**config.mk**
```make
export PLATFORM = sky130hd
export DESIGN_NAME = platform_gen
export DESIGN_NICKNAME = d
export VERILOG_FILES = /design/src/rtl/platform_gen.sv
export SDC_FILE = /design/constraint.sdc
export NUM_CORES = 1
export LEC_CHECK = 0
export BUFFER_PORTS_ARGS = -buffer_cell sky130_fd_sc_hd__buf_2
export CAP_MARGIN = 20
export CELL_PAD_IN_SITES_DETAIL_PLACEMENT = 1
export CELL_PAD_IN_SITES_GLOBAL_PLACEMENT = 1
export CORE_UTILIZATION = 30
export DETAILED_ROUTE_END_ITERATION = 6
export GPL_ROUTABILITY_DRIVEN = 0
export PLACE_DENSITY_LB_ADDON = 0.3
export SYNTH_ARGS = -nofsm -noshare
export SYNTH_HDL_FRONTEND = slang
export SYNTH_SLANG_ARGS = --single-unit
```
**constraint.sdc**
```tcl
create_clock -name clk -period 1.91 [get_ports clk]
set_input_delay 0.0955 -clock clk [delete_from_list [all_inputs] [get_ports clk]]
set_output_delay 0.0955 -clock clk [all_outputs]
set_load 0.005 [all_outputs]
```
**src/rtl/platform_gen.sv**
```systemverilog
// -----------------------------------------------------------------------------
// platform_gen
// Turns the 10-bit LFSR stream into jump-game platforms. For each platform the
// generator samples rand_num once, reduces it modulo DIST_SPAN by repeated
// subtraction, and pushes {distance, width} into a small prefetch FIFO. The
// game-control FSM pops entries with a valid/ready handshake.
//
// Ports:
//   clk         system clock
//   rst         synchronous active-high reset (highest priority)
//   rand_num    LFSR output, read only in the SAMPLE state
//   clear       synchronous flush of FIFO and any generation in flight
//   plat_ready  consumer accepts the head entry
//   plat_valid  FIFO non-empty
//   plat_dist   head entry distance (DIST_MIN + rand mod DIST_SPAN)
//   plat_width  head entry width (WID_MIN + rand[9:8]*WID_STEP)
//   fifo_count  number of stored entries
//   lfsr_stuck  sticky: a sampled rand_num was zero (cleared by rst only)
// -----------------------------------------------------------------------------
module platform_gen #(
    parameter int DIST_MIN  = 40,
    parameter int DIST_SPAN = 100,
    parameter int WID_MIN   = 20,
    parameter int WID_STEP  = 8,
    parameter int DEPTH     = 4
) (
    input  logic                     clk,
    input  logic                     rst,
    input  logic [9:0]               rand_num,
    input  logic                     clear,
    input  logic                     plat_ready,
    output logic                     plat_valid,
    output logic [9:0]               plat_dist,
    output logic [7:0]               plat_width,
    output logic [$clog2(DEPTH):0]   fifo_count,
    output logic                     lfsr_stuck
);

    localparam int AW    = $clog2(DEPTH);
    localparam int ONE_I = 1;

    localparam logic [9:0]    SPAN_C   = DIST_SPAN[9:0];
    localparam logic [9:0]    DMIN_C   = DIST_MIN[9:0];
    localparam logic [7:0]    WMIN_C   = WID_MIN[7:0];
    localparam logic [7:0]    WSTEP_C  = WID_STEP[7:0];
    localparam logic [AW:0]   DEPTH_C  = DEPTH[AW:0];
    localparam logic [AW:0]   CNT_ONE  = ONE_I[AW:0];
    localparam logic [AW-1:0] PTR_ONE  = ONE_I[AW-1:0];

    typedef enum logic [1:0] {
        ST_IDLE   = 2'd0,
        ST_SAMPLE = 2'd1,
        ST_REDUCE = 2'd2,
        ST_PUSH   = 2'd3
    } state_t;

    state_t          state_r;
    logic [9:0]      r_r;
    logic [7:0]      w_r;
    logic            stuck_r;

    logic [9:0]      dist_mem_r  [DEPTH];
    logic [7:0]      width_mem_r [DEPTH];
    logic [AW-1:0]   wr_ptr_r;
    logic [AW-1:0]   rd_ptr_r;
    logic [AW:0]     count_r;

    logic [7:0]      wid_s;
    logic            push_s;
    logic            pop_s;

    // Width lookup from the two top rand bits; 8-bit wrap is intended.
    always_comb begin
        wid_s = WMIN_C + ({6'd0, rand_num[9:8]} * WSTEP_C);
    end

    assign push_s     = (state_r == ST_PUSH);
    // A pop request against an empty FIFO is simply ignored.
    assign pop_s      = (count_r != {(AW+1){1'b0}}) && plat_ready;
    assign plat_valid = (count_r != {(AW+1){1'b0}});
    assign plat_dist  = dist_mem_r[rd_ptr_r];
    assign plat_width = width_mem_r[rd_ptr_r];
    assign fifo_count = count_r;
    assign lfsr_stuck = stuck_r;

    // Generator FSM: sample once, subtract DIST_SPAN until in range, then push.
    always_ff @(posedge clk) begin
        if (rst) begin
            state_r <= ST_IDLE;
            r_r     <= 10'd0;
            w_r     <= 8'd0;
            stuck_r <= 1'b0;
        end else if (clear) begin
            // Abort in-flight work; the stuck flag survives a flush.
            state_r <= ST_IDLE;
            r_r     <= 10'd0;
            w_r     <= 8'd0;
        end else begin
            case (state_r)
                ST_IDLE: begin
                    // Only start when a slot is free, so PUSH can never overflow.
                    if (count_r < DEPTH_C) begin
                        state_r <= ST_SAMPLE;
                    end else begin
                        state_r <= ST_IDLE;
                    end
                end
                ST_SAMPLE: begin
                    r_r     <= rand_num;
                    w_r     <= wid_s;
                    if (rand_num == 10'd0) begin
                        stuck_r <= 1'b1;
                    end else begin
                        stuck_r <= stuck_r;
                    end
                    state_r <= ST_REDUCE;
                end
                ST_REDUCE: begin
                    if (r_r >= SPAN_C) begin
                        r_r     <= r_r - SPAN_C;
                        state_r <= ST_REDUCE;
                    end else begin
                        state_r <= ST_PUSH;
                    end
                end
                ST_PUSH: begin
                    state_r <= ST_IDLE;
                end
                default: begin
                    state_r <= ST_IDLE;
                end
            endcase
        end
    end

    // Prefetch FIFO storage, pointers and occupancy count.
    always_ff @(posedge clk) begin
        if (rst) begin
            wr_ptr_r <= {AW{1'b0}};
            rd_ptr_r <= {AW{1'b0}};
            count_r  <= {(AW+1){1'b0}};
            for (int i = 0; i < DEPTH; i++) begin
                dist_mem_r[i]  <= 10'd0;
                width_mem_r[i] <= 8'd0;
            end
        end else if (clear) begin
            // Any pop presented together with clear is dropped.
            wr_ptr_r <= {AW{1'b0}};
            rd_ptr_r <= {AW{1'b0}};
            count_r  <= {(AW+1){1'b0}};
        end else begin
            if (push_s) begin
                dist_mem_r[wr_ptr_r]  <= DMIN_C + r_r;
                width_mem_r[wr_ptr_r] <= w_r;
                wr_ptr_r              <= wr_ptr_r + PTR_ONE;
            end else begin
                wr_ptr_r <= wr_ptr_r;
            end
            if (pop_s) begin
                rd_ptr_r <= rd_ptr_r + PTR_ONE;
            end else begin
                rd_ptr_r <= rd_ptr_r;
            end
            case ({push_s, pop_s})
                2'b10:   count_r <= count_r + CNT_ONE;
                2'b01:   count_r <= count_r - CNT_ONE;
                default: count_r <= count_r;
            endcase
        end
    end

endmodule

```
# ---- After elaboration in Yosys (flattened, before gate mapping)
# Memories as Yosys holds them, arrays and structs flattened. A register that Yosys moved wholly into a read port is not among the register bits.
# Cells that the tools add are included.
dict set report op_classes {
  add_sub_neg 7
  order_cmp 2
  n_eq_ne 6
  mux 22
  bitwise_logic 1
  reduce_logical 11
}
# cell n
set ops {}
lappend ops {{2-to-1 mux 10 bit} 2}
lappend ops {{one-hot mux 10 bit (2 select lines)} 1}
lappend ops {{2-to-1 mux 2 bit} 6}
lappend ops {{adder 6 x 10 -> 10 bit (first input constant)} 1}
lappend ops {{>= comparator 10 x 7 -> 1 bit (second input constant)} 1}
lappend ops {{zero test 10 bit} 1}
lappend ops {{2-to-1 mux 1 bit} 10}
lappend ops {{OR reduction 10 bit} 1}
lappend ops {{subtractor 10 x 7 -> 10 bit (second input constant)} 1}
lappend ops {{2-to-1 mux 8 bit} 1}
lappend ops {{one-hot mux 2 bit (4 select lines)} 1}
lappend ops {{OR reduction 8 bit} 1}
lappend ops {{adder 5 x 5 -> 6 bit (first input constant)} 1}
lappend ops {{== test 2 bit (second input constant)} 3}
lappend ops {{one-hot mux 3 bit (2 select lines)} 1}
lappend ops {{adder 2 x 1 -> 2 bit (second input constant)} 2}
lappend ops {{== test 2 x 1 -> 1 bit (second input constant)} 2}
lappend ops {{nonzero test 2 bit} 2}
lappend ops {{adder 3 x 1 -> 3 bit (second input constant)} 1}
lappend ops {{less-than comparator 3 bit (second input constant)} 1}
lappend ops {{AND reduction 3 bit} 1}
lappend ops {{nonzero test 3 bit} 1}
lappend ops {{subtractor 3 x 1 -> 3 bit (second input constant)} 1}
lappend ops {{zero test 2 bit} 1}
lappend ops {{5 further kinds} 5}
dict set report word_totals {
  regBits 28
  ram_bits 72
  inputBits 14
  out_inout_bits 23
  wordCells 58
  memories 2
}
# memory words width rd rd_ports_with_merged_regs write_ports line_no
set mem_list {}
lappend mem_list {dist_mem_r 4 10 1 1 4 62} ;# logic [9:0] dist_mem_r [DEPTH];
lappend mem_list {width_mem_r 4 8 1 1 4 63} ;# logic [7:0] width_mem_r [DEPTH];

# ---- Longest topological paths before layout
# Gate-level depths: netlist of run 1.
dict set report depth {
  ltp_word 7
  depth_mapped 9
  depth_no_buf 8
}

# ---- Worst setup path after synthesis of run 1
# OpenSTA, ideal clock, no wires.
dict set report synth_path {
  path_type {reg2reg}
  startpoint {reg state_r[0]}
  endpoint {reg count_r[2] (netlist: fifo_count[2])}
  setup_time_ns 0.071
  arrival_time_ns 1.938
  required_ns 1.839
  setup_slack_ns -0.098
  stages_incl_launch_ff 10
  path_buffers 1
  period_less_slack_ns 2.008
  cell_sequence {dfxtp_1 ha_1 clkbuf_1 inv_1 ha_1 inv_1 fa_1 xor2_1 or3_1 a21oi_1}
}
dict set report synth_via {
  elab_chain_cells 3
  elab_cells_between_ends 5
  cone_classes {3 x eq/ne; 1 x mux; 1 x reduce/logical}
}
# item line_no
set synth_lines {}
lappend synth_lines {{start, declared} 57} ;# state_t state_r;
lappend synth_lines {{start signal, assigned} 89} ;# state_r <= ST_IDLE;
lappend synth_lines {{start signal, assigned} 95} ;# state_r <= ST_IDLE;
lappend synth_lines {{start signal, assigned} 103} ;# state_r <= ST_SAMPLE;
lappend synth_lines {{== test 2 bit (*)} 77} ;# assign push_s = (state_r == ST_PUSH);
lappend synth_lines {{== test 2 x 1 -> 1 bit or == test 2 bit (tied branches)} 164} ;# case ({push_s, pop_s})
lappend synth_lines {{one-hot mux 3 bit (2 select lines) or nonzero test 2 bit (tied branches)} n/a}
lappend synth_lines {{end signal, assigned} 165} ;# 2'b10: count_r <= count_r + CNT_ONE;
lappend synth_lines {{end signal, assigned} 166} ;# 2'b01: count_r <= count_r - CNT_ONE;
lappend synth_lines {{end signal, assigned} 167} ;# default: count_r <= count_r;
lappend synth_lines {{end, declared} 66} ;# logic [AW:0] count_r;
# Mark *: on every way between the ends. The rest lies on a longest branch, timed or not.
# A chain may end at the register's enable or synchronous reset.

# ---- Worst setup path in the final report of run 1
dict set report layout_path {
  startpoint {reg count_r[2] (netlist: fifo_count[2])}
  endpoint {reg count_r[2] (netlist: fifo_count[2])}
}
dict set report layout_via {
  elab_chain_cells 4
  elab_cells_between_ends 8
  cone_classes {2 x add/sub; 2 x eq/ne; 1 x mux; 3 x reduce/logical}
}
# item line_no
set layout_lines {}
lappend layout_lines {{start signal, assigned} 141} ;# count_r <= {(AW+1){1'b0}};
lappend layout_lines {{start signal, assigned} 150} ;# count_r <= {(AW+1){1'b0}};
lappend layout_lines {{start signal, assigned} 165}
lappend layout_lines {{nonzero test 3 bit (*)} 79} ;# assign pop_s = (count_r != {(AW+1){1'b0}}) && plat_ready;
lappend layout_lines {{logical AND 1 bit (*)} 79}
lappend layout_lines {{net pop_s} 70} ;# logic pop_s;
lappend layout_lines {{== test 2 x 1 -> 1 bit or == test 2 bit (tied branches)} 164}
lappend layout_lines {{one-hot mux 3 bit (2 select lines) or nonzero test 2 bit (tied branches)} n/a}
# Mark *: on every way through the listed nets, which the timed path passes. The rest lies on a longest branch.

==> results of run 1 <==
## sequential cells by signal, indices dropped and copies added, names as in the netlist, named ones only
signal       count
r_r             10
dist_mem_r      40
rd_ptr_r         2
wr_ptr_r         2
width_mem_r     16
fifo_count       3
state_r          2
w_r              4
lfsr_stuck       1
## worst min-delay path: cells and delay by family
family,cells,cell delay [ns]
AND/OR/NAND/NOR,1,0.07
buffers and inverters,1,0.11
AO/OA/AOI/OAI,1,0.06
## repair_timing
item,CTS,global route
pin swaps,0,1
gates resized for setup,1,5
setup endpoints to repair,1,7
## cell type report
| type | instances | area, sq um | area share |
|---|---|---|---|
| Timing Repair Buffer | 64 | 425 | 0.0889 |
| Clock inverter | 7 | 60.1 | 0.0126 |
| Clock buffer | 9 | 225 | 0.0471 |
| Sequential cell | 82 | 2200 | 0.460 |
| Multi-Input combinational cell | 211 | 1600 | 0.334 |
| Inverter | 15 | 56.3 | 0.0118 |
| Tap cell | 172 | 215 | 0.0450 |
## power groups by stage
stage,Sequential [mW],Clock [mW],Combinational (mW)
global route,1.97,1.79,0.269
detailed placement,2.00,0,0.244
floorplan,1.99,0,0.148
finish,1.97,1.68,0.243
CTS,1.97,1.74,0.245
global placement,2.00,0,0.241
## logic make-up after synthesis
family | synth area share
and+or+nand+nor | 0.181
DFF | 0.561
buffers and inverters | 0.0421
AOI/OAI and AO/OA | 0.0568
muxes | 0.0966
adders and majority gates | 0.0370
xor gates and xnor gates | 0.0246
other | 0.000956
## stage by stage
stage	instance area (sq um)	worst slack [ns]	util
6_report	4780	0.0674	0.378
5_1_grt	4780	-0.0401	0.378
4_1_cts	4760	0.0321	0.376
3_5_place_dp	4470	0.0164	0.353
3_3_place_gp	4470	0.0533	0.353
2_1_floorplan	3950	-0.0143	-
## synth_stat cells, types with 2 or more instances
library cell  count
a211oi_1          2
a21oi_1          12
a31oi_1           3
and2_1           16
and3_1           14
buf_2             2
buf_4             6
clkbuf_1          9
dfxtp_1          26
edfxtp_1         56
ha_1             10
inv_1            15
mux2_2            3
mux2i_1           3
mux4_2           14
nand2_1           9
nand2b_1          8
nand3_1           6
nor2_1           49
nor2b_1           4
nor3_1            5
nor4_1            3
o21ai_0           5
o21ai_1           2
or2_2             2
or3_1             4
xnor2_1           4
xor2_1            7
## worst paths after layout
| kind | endpoint | slack, ns | depth (start not counted) |
|---|---|---|---|
| worst min-delay path | r_r[1]$_SDFFE_PP0P_ | 0.03 | 3 |
| worst max register to register | fifo_count[2]$_SDFFE_PP0P_ | 0.07 | 8 |
| worst max-delay path | fifo_count[2]$_SDFFE_PP0P_ | 0.07 | 8 |
| worst min register to register | lfsr_stuck$_SDFFE_PP0P_ | 0.50 | 2 |
## routing by layer
metal,routed length (um),share of wire,up-vias
met5,0,0,-
met3,328,0.037,12
met1,4290,0.48,1280
li1,-,-,1283
met2,4210,0.47,49
met4,151,0.017,0
==> impl_metrics.env, run 1 <==
export IMPL_synth_area_sq_um=3920
export IMPL_worstSkewPairLatency_ns=0.34
export IMPL_ys_async_sr_fraction=0
export IMPL_ctsHoldBuffers=0
export IMPL_totalPowerFinal_mw=3.89
export IMPL_ys_types=54
export IMPL_synthDominantCellAreaShare=0.429
export IMPL_cts_max_level=3
export IMPL_synth_edf_count=56
export IMPL_clk_pin_slew_ns=0.06
export IMPL_hold_class="in2reg"
export IMPL_use_met3=0.0327
export IMPL_tritoncts="built"
export IMPL_max_freq_mhz=543
export IMPL_crit_type="reg2reg"
export IMPL_path_cells="or3_4 -> and2_4 -> ha_2 -> inv_1 -> fa_1 -> xor2_1 -> or3_1 -> a21oi_2"
export IMPL_grt_pass1_wl_um=14700
export IMPL_mostFrequentLayoutCell="edfxtp_1"
export IMPL_hold_ws_ns=0.0285
export IMPL_cp_num_buf_inv=1
export IMPL_drt_total_wl_um=8980
export IMPL_finalHoldViolCount=0
export IMPL_n_antenna_cell=0
export IMPL_p_comb_frac=0.062
export IMPL_synth_flop_cell="edfxtp_1"
export IMPL_p_sw_mw=0.845
export IMPL_drc=0
export IMPL_synthCells=325
export IMPL_ys_ff_latch=82
export IMPL_placedCellCount=544
export IMPL_crit_start="fifo_count[2]$_SDFFE_PP0P_"
export IMPL_sw_frac_of_total=0.217
export IMPL_yosys_warnings=0
export IMPL_power_density_nw_per_um2=813
export IMPL_die_area_sq_um=13500
export IMPL_cp_top_family="simple AND/OR/NAND/NOR gates"
export IMPL_netlist_top_cells_area="edfxtp_1 43%, dfxtp_1 13%, mux4_2 8.0%"
export IMPL_drive_above_1_share=0.294
export IMPL_ios=37
export IMPL_syn_area_per_cell_sq_um=12.1
export IMPL_vias=2624
export IMPL_p_leak_nw=1.86
export IMPL_finalSetupTns_ns=0
export IMPL_clk_path_buf_depth=2
export IMPL_finalMaxSlewViolations=0
export IMPL_fin_cells=560
export IMPL_die_h_um=116
export IMPL_holdCritStartpoint="rand_num[1]"
export IMPL_ys_seq_area_frac=0.561
export IMPL_fin_nets=408
export IMPL_fin_worst_skew_ns=0.00439
export IMPL_final_cell_mix="56 x edfxtp_1, 48 x nor2_1, 32 x buf_2, 30 x buf_4, 26 x dfxtp_1"
export IMPL_antenna_found_initial=0
export IMPL_cts_root_buf="clkbuf_16"
export IMPL_fin_crit_ns=1.84
export IMPL_die_w_um=116
export IMPL_tightest_slew_ns=0.565
export IMPL_clkSinkCount=82
export IMPL_grt_ovfl_total=0
export IMPL_status="completed"
export IMPL_drt_first_pass_iters=4
export IMPL_path_max_fanout=2
export IMPL_core_area_sq_um=12700
export IMPL_grtUsageMet2=0.236
export IMPL_grt_setup_unrepaired="yes"
export IMPL_vias_per_cell=4.69
export IMPL_slowest_delay_ns=0.38
export IMPL_cts_setup_buffers=0
export IMPL_seq_power_share=0.506
export IMPL_initial_core_util=0.310
export IMPL_placementRows=41
export IMPL_finalCritPeriodShare=0.965
export IMPL_relSlewSlack=0.619
export IMPL_yosys_area_top_type="edfxtp_1"
export IMPL_grt_busiest_layer="met2"
export IMPL_setup_violations=0
export IMPL_grtUsageMet1=0.197
export IMPL_grt_max_degree=22
export IMPL_end_kind="flip-flop"
export IMPL_first_global_vias=2738
export IMPL_antenna_left=0
export IMPL_vdd_ir_drop_max_mv=0.280
export IMPL_maxCapViolations=0
export IMPL_power_internal_mw=3.04
export IMPL_dp_hpwl_um=6410
export IMPL_startpoint_type="flip-flop"
export IMPL_worst_ep_required_time_ns=2.19
export IMPL_portBuffers=32
export IMPL_cts_buffers=9
export IMPL_grtUsageTotal=0.150
export IMPL_wire_per_inst_um=16.0
export IMPL_cp_arrival_ns=2.12
export IMPL_r2r_start="fifo_count[2]$_SDFFE_PP0P_"
export IMPL_p_clk_frac=0.432
export IMPL_slowest_stage="or3_4"
export IMPL_syn_to_final_growth_pct=21.9
export IMPL_drtIter0Drc=108
export IMPL_nFillCells=1410
Note: power is estimated with default switching activity, not from simulation.
==> run 2, diff against run 1 <==
--- a/config.mk
+++ b/config.mk
@@ -5,6 +5,7 @@
 export SDC_FILE = /design/constraint.sdc
 export NUM_CORES = 1
 export LEC_CHECK = 0
+export ABC_AREA = 1
 export BUFFER_PORTS_ARGS = -buffer_cell sky130_fd_sc_hd__buf_2
 export CAP_MARGIN = 20
 export CELL_PAD_IN_SITES_DETAIL_PLACEMENT = 1
==> run 2 against run 1 <==
Compared with the run above: clock power up 3%; die area increased by 1.2%; setup slack better by 0.052 ns; synthesized area up 1.2%; largest cell class unchanged; sequential cell count unchanged.
==> impl_metrics.env, run 2 <==
export IMPL_path_max_fanout=3
export IMPL_cts_setup_buffers=0
export IMPL_synth_flop_cell="edfxtp_1"
export IMPL_r2r_setup_slack_ns=0.12
export IMPL_fin_nets=501
export IMPL_netlist_top_cells_area="edfxtp_1 42%, dfxtp_1 13%, nor2_1 7.6%"
export IMPL_hold_class="in2reg"
export IMPL_clkSinkCount=82
export IMPL_final_cell_mix="80 x nor2_1, 56 x edfxtp_1, 51 x nand2_1, 43 x o21ai_0, 35 x inv_1"
export IMPL_drt_total_wl_um=10300
export IMPL_finalMaxSlewViolations=0
export IMPL_cts_buffers=9
export IMPL_drt_first_pass_iters=4
export IMPL_antenna_left=0
export IMPL_ys_types=34
export IMPL_tritoncts="built"
export IMPL_grtUsageTotal=0.167
export IMPL_startpoint_type="flip-flop"
export IMPL_finalHoldViolCount=0
export IMPL_cp_num_buf_inv=2
export IMPL_cts_root_buf="clkbuf_16"
export IMPL_status="completed"
export IMPL_yosys_area_top_type="edfxtp_1"
export IMPL_die_area_sq_um=13700
export IMPL_drc=0
export IMPL_cp_top_family="adder cells"
export IMPL_wire_per_inst_um=15.7
export IMPL_synth_top_family_by_area="simple AND/OR/NAND/NOR gates"
export IMPL_holdPathEnd="w_r[4]$_SDFFE_PP0P_"
export IMPL_p_leak_nw=1.88
export IMPL_muxShareOfSynthArea=0.00252
export IMPL_fin_crit_ns=1.79
export IMPL_die_w_um=117
export IMPL_ys_async_sr_fraction=0
export IMPL_n_antenna_cell=0
export IMPL_hold_ws_ns=0.0138
export IMPL_vias_per_cell=4.67
export IMPL_synth_commonest_cells="80 x nor2_1, 56 x edfxtp_1, 51 x nand2_1"
export IMPL_syn_to_final_growth_pct=19.5
export IMPL_ys_seq_area_frac=0.555
export IMPL_core_area_sq_um=12800
export IMPL_regMostFlops="dist_mem_r"
export IMPL_worstSkewPairLatency_ns=0.35
export IMPL_holdCritStartpoint="rand_num[9]"
export IMPL_ios=37
export IMPL_synth_edf_count=56
export IMPL_vias=3052
export IMPL_die_h_um=117
export IMPL_synth_compound_area_share=0.114
export IMPL_grt_max_degree=29
export IMPL_totalPowerFinal_mw=3.93
export IMPL_first_global_vias=3229
export IMPL_mostFrequentLayoutCell="nor2_1"
export IMPL_yosysMostFrequentCell="nor2_1"
export IMPL_portBuffers=32
export IMPL_placementRows=41
export IMPL_ys_ff_latch=82
export IMPL_synthDominantCellAreaShare=0.424
export IMPL_slowest_delay_ns=0.35
export IMPL_cp_arrival_ns=2.01
export IMPL_drtIter0Drc=193
export IMPL_vdd_ir_drop_max_mv=0.499
export IMPL_drive_above_1_share=0.210
export IMPL_antenna_found_initial=0
export IMPL_syn_area_per_cell_sq_um=9.30
export IMPL_finalCritPeriodShare=0.937
export IMPL_crit_type="reg2reg"
export IMPL_setup_violations=0
export IMPL_worst_ep_required_time_ns=2.13
export IMPL_reg2reg_to="fifo_count[2]$_SDFFE_PP0P_"
export IMPL_synth_adder_area_share=0.0366
export IMPL_synthCells=427
export IMPL_largest_reg_flops=40
export IMPL_path_cells="ha_1 -> inv_1 -> ha_1 -> inv_1 -> fa_2 -> a21oi_1 -> o21ai_1 -> o21ai_0 -> a21oi_1"
export IMPL_grt_ovfl_total=0
export IMPL_hold_depth=2
export IMPL_max_freq_mhz=559
export IMPL_maxCapViolations=0
export IMPL_synth_area_sq_um=3970
export IMPL_synthSimpleGateAreaFrac=0.214
export IMPL_power_density_nw_per_um2=828
export IMPL_reg_largest_list="dist_mem_r (40), width_mem_r (16), r_r (10)"
export IMPL_reg2reg_depth=9
export IMPL_grt_pass1_wl_um=16600
export IMPL_r2r_start="state_r[0]$_SDFF_PP0_"
export IMPL_slowest_stage="fa_2"
export IMPL_dp_hpwl_um=7420
export IMPL_clk_path_buf_depth=2
export IMPL_fin_worst_skew_ns=0.00608
export IMPL_cts_max_level=3
export IMPL_grt_setup_unrepaired="no"
export IMPL_synthXorXnorAreaFrac=0.00662
export IMPL_end_kind="flip-flop"
export IMPL_nFillCells=1473
export IMPL_yosys_warnings=0
export IMPL_clk_pin_slew_ns=0.06
export IMPL_initial_core_util=0.311
run 2: timing repair:
action                                 4_1_cts  5_1_grt
setup endpoints to repair                    1        1
endpoints found under the hold margin        1        0
hold buffers                                 1        0
resized for setup                            2        4
run 2: layout make-up:
cell class | count | area (sq um) | area share
sequential | 82 | 2200 | 0.465
multi-input combinational | 287 | 1510 | 0.318
timing repair buffer | 55 | 373 | 0.0786
clock buffer | 12 | 236 | 0.0498
tap | 172 | 215 | 0.0453
inverter | 41 | 156 | 0.0330
clock inverter | 4 | 51.3 | 0.0108
run 2: cell families (layout without fill, tap and decap cells):
logic type / count (synthesis) / after routing
adder cells (fa/ha/maj): 11 / 11
AND/OR/NAND/NOR: 183 / 183
multiplexers: 1 / 1
flip-flops: 82 / 82
other: 1 / 4
buffers and inverters: 61 / 112
XOR/XNOR: 3 / 3
AO/OA/AOI/OAI: 85 / 85
run 2: per-stage QoR:
step / TNS, ns / setup WS, ns / instance area [sq um] / instances / utilization
2_1_floorplan: 0 / 0.00892 / 3980 / 430 / -
6_report: 0 / 0.119 / 4750 / 653 / 0.372
3_5_place_dp: -0.0110 / -0.0110 / 4440 / 636 / 0.347
3_3_place_gp: 0 / 0.136 / 4440 / 636 / 0.347
5_1_grt: 0 / 0.00928 / 4750 / 653 / 0.372
4_1_cts: 0 / 0.0171 / 4730 / 653 / 0.371
run 2: worst max-delay path by stage:
stage               slack (ns)                         end  depth (start not counted)                        from
global route             0.009  fifo_count[2]$_SDFFE_PP0P_                          9       state_r[0]$_SDFF_PP0_
detailed placement       -0.01  fifo_count[2]$_SDFFE_PP0P_                         10  fifo_count[2]$_SDFFE_PP0P_
CTS                       0.02  fifo_count[2]$_SDFFE_PP0P_                         10  fifo_count[1]$_SDFFE_PP0P_
floorplan                0.009  fifo_count[2]$_SDFFE_PP0P_                         11  fifo_count[0]$_SDFFE_PP0P_
finish                    0.12  fifo_count[2]$_SDFFE_PP0P_                          9       state_r[0]$_SDFF_PP0_
global placement          0.14  fifo_count[2]$_SDFFE_PP0P_                         10  fifo_count[1]$_SDFFE_PP0P_
run 2: layer usage:
metal,GRT usage,vias up,part of all wire
met2,0.291,49,0.49
met3,0.0443,13,0.036
met1,0.200,1472,0.46
met5,0,-,0
li1,-,1518,-
met4,0.0540,0,0.013
run 2: power breakdown:
part | switching [mW] | internal, mW | leakage [nW]
Clock | 0.715 | 1.02 | 0.137
Sequential | 0.0218 | 1.94 | 0.790
Combinational | 0.150 | 0.0834 | 0.948
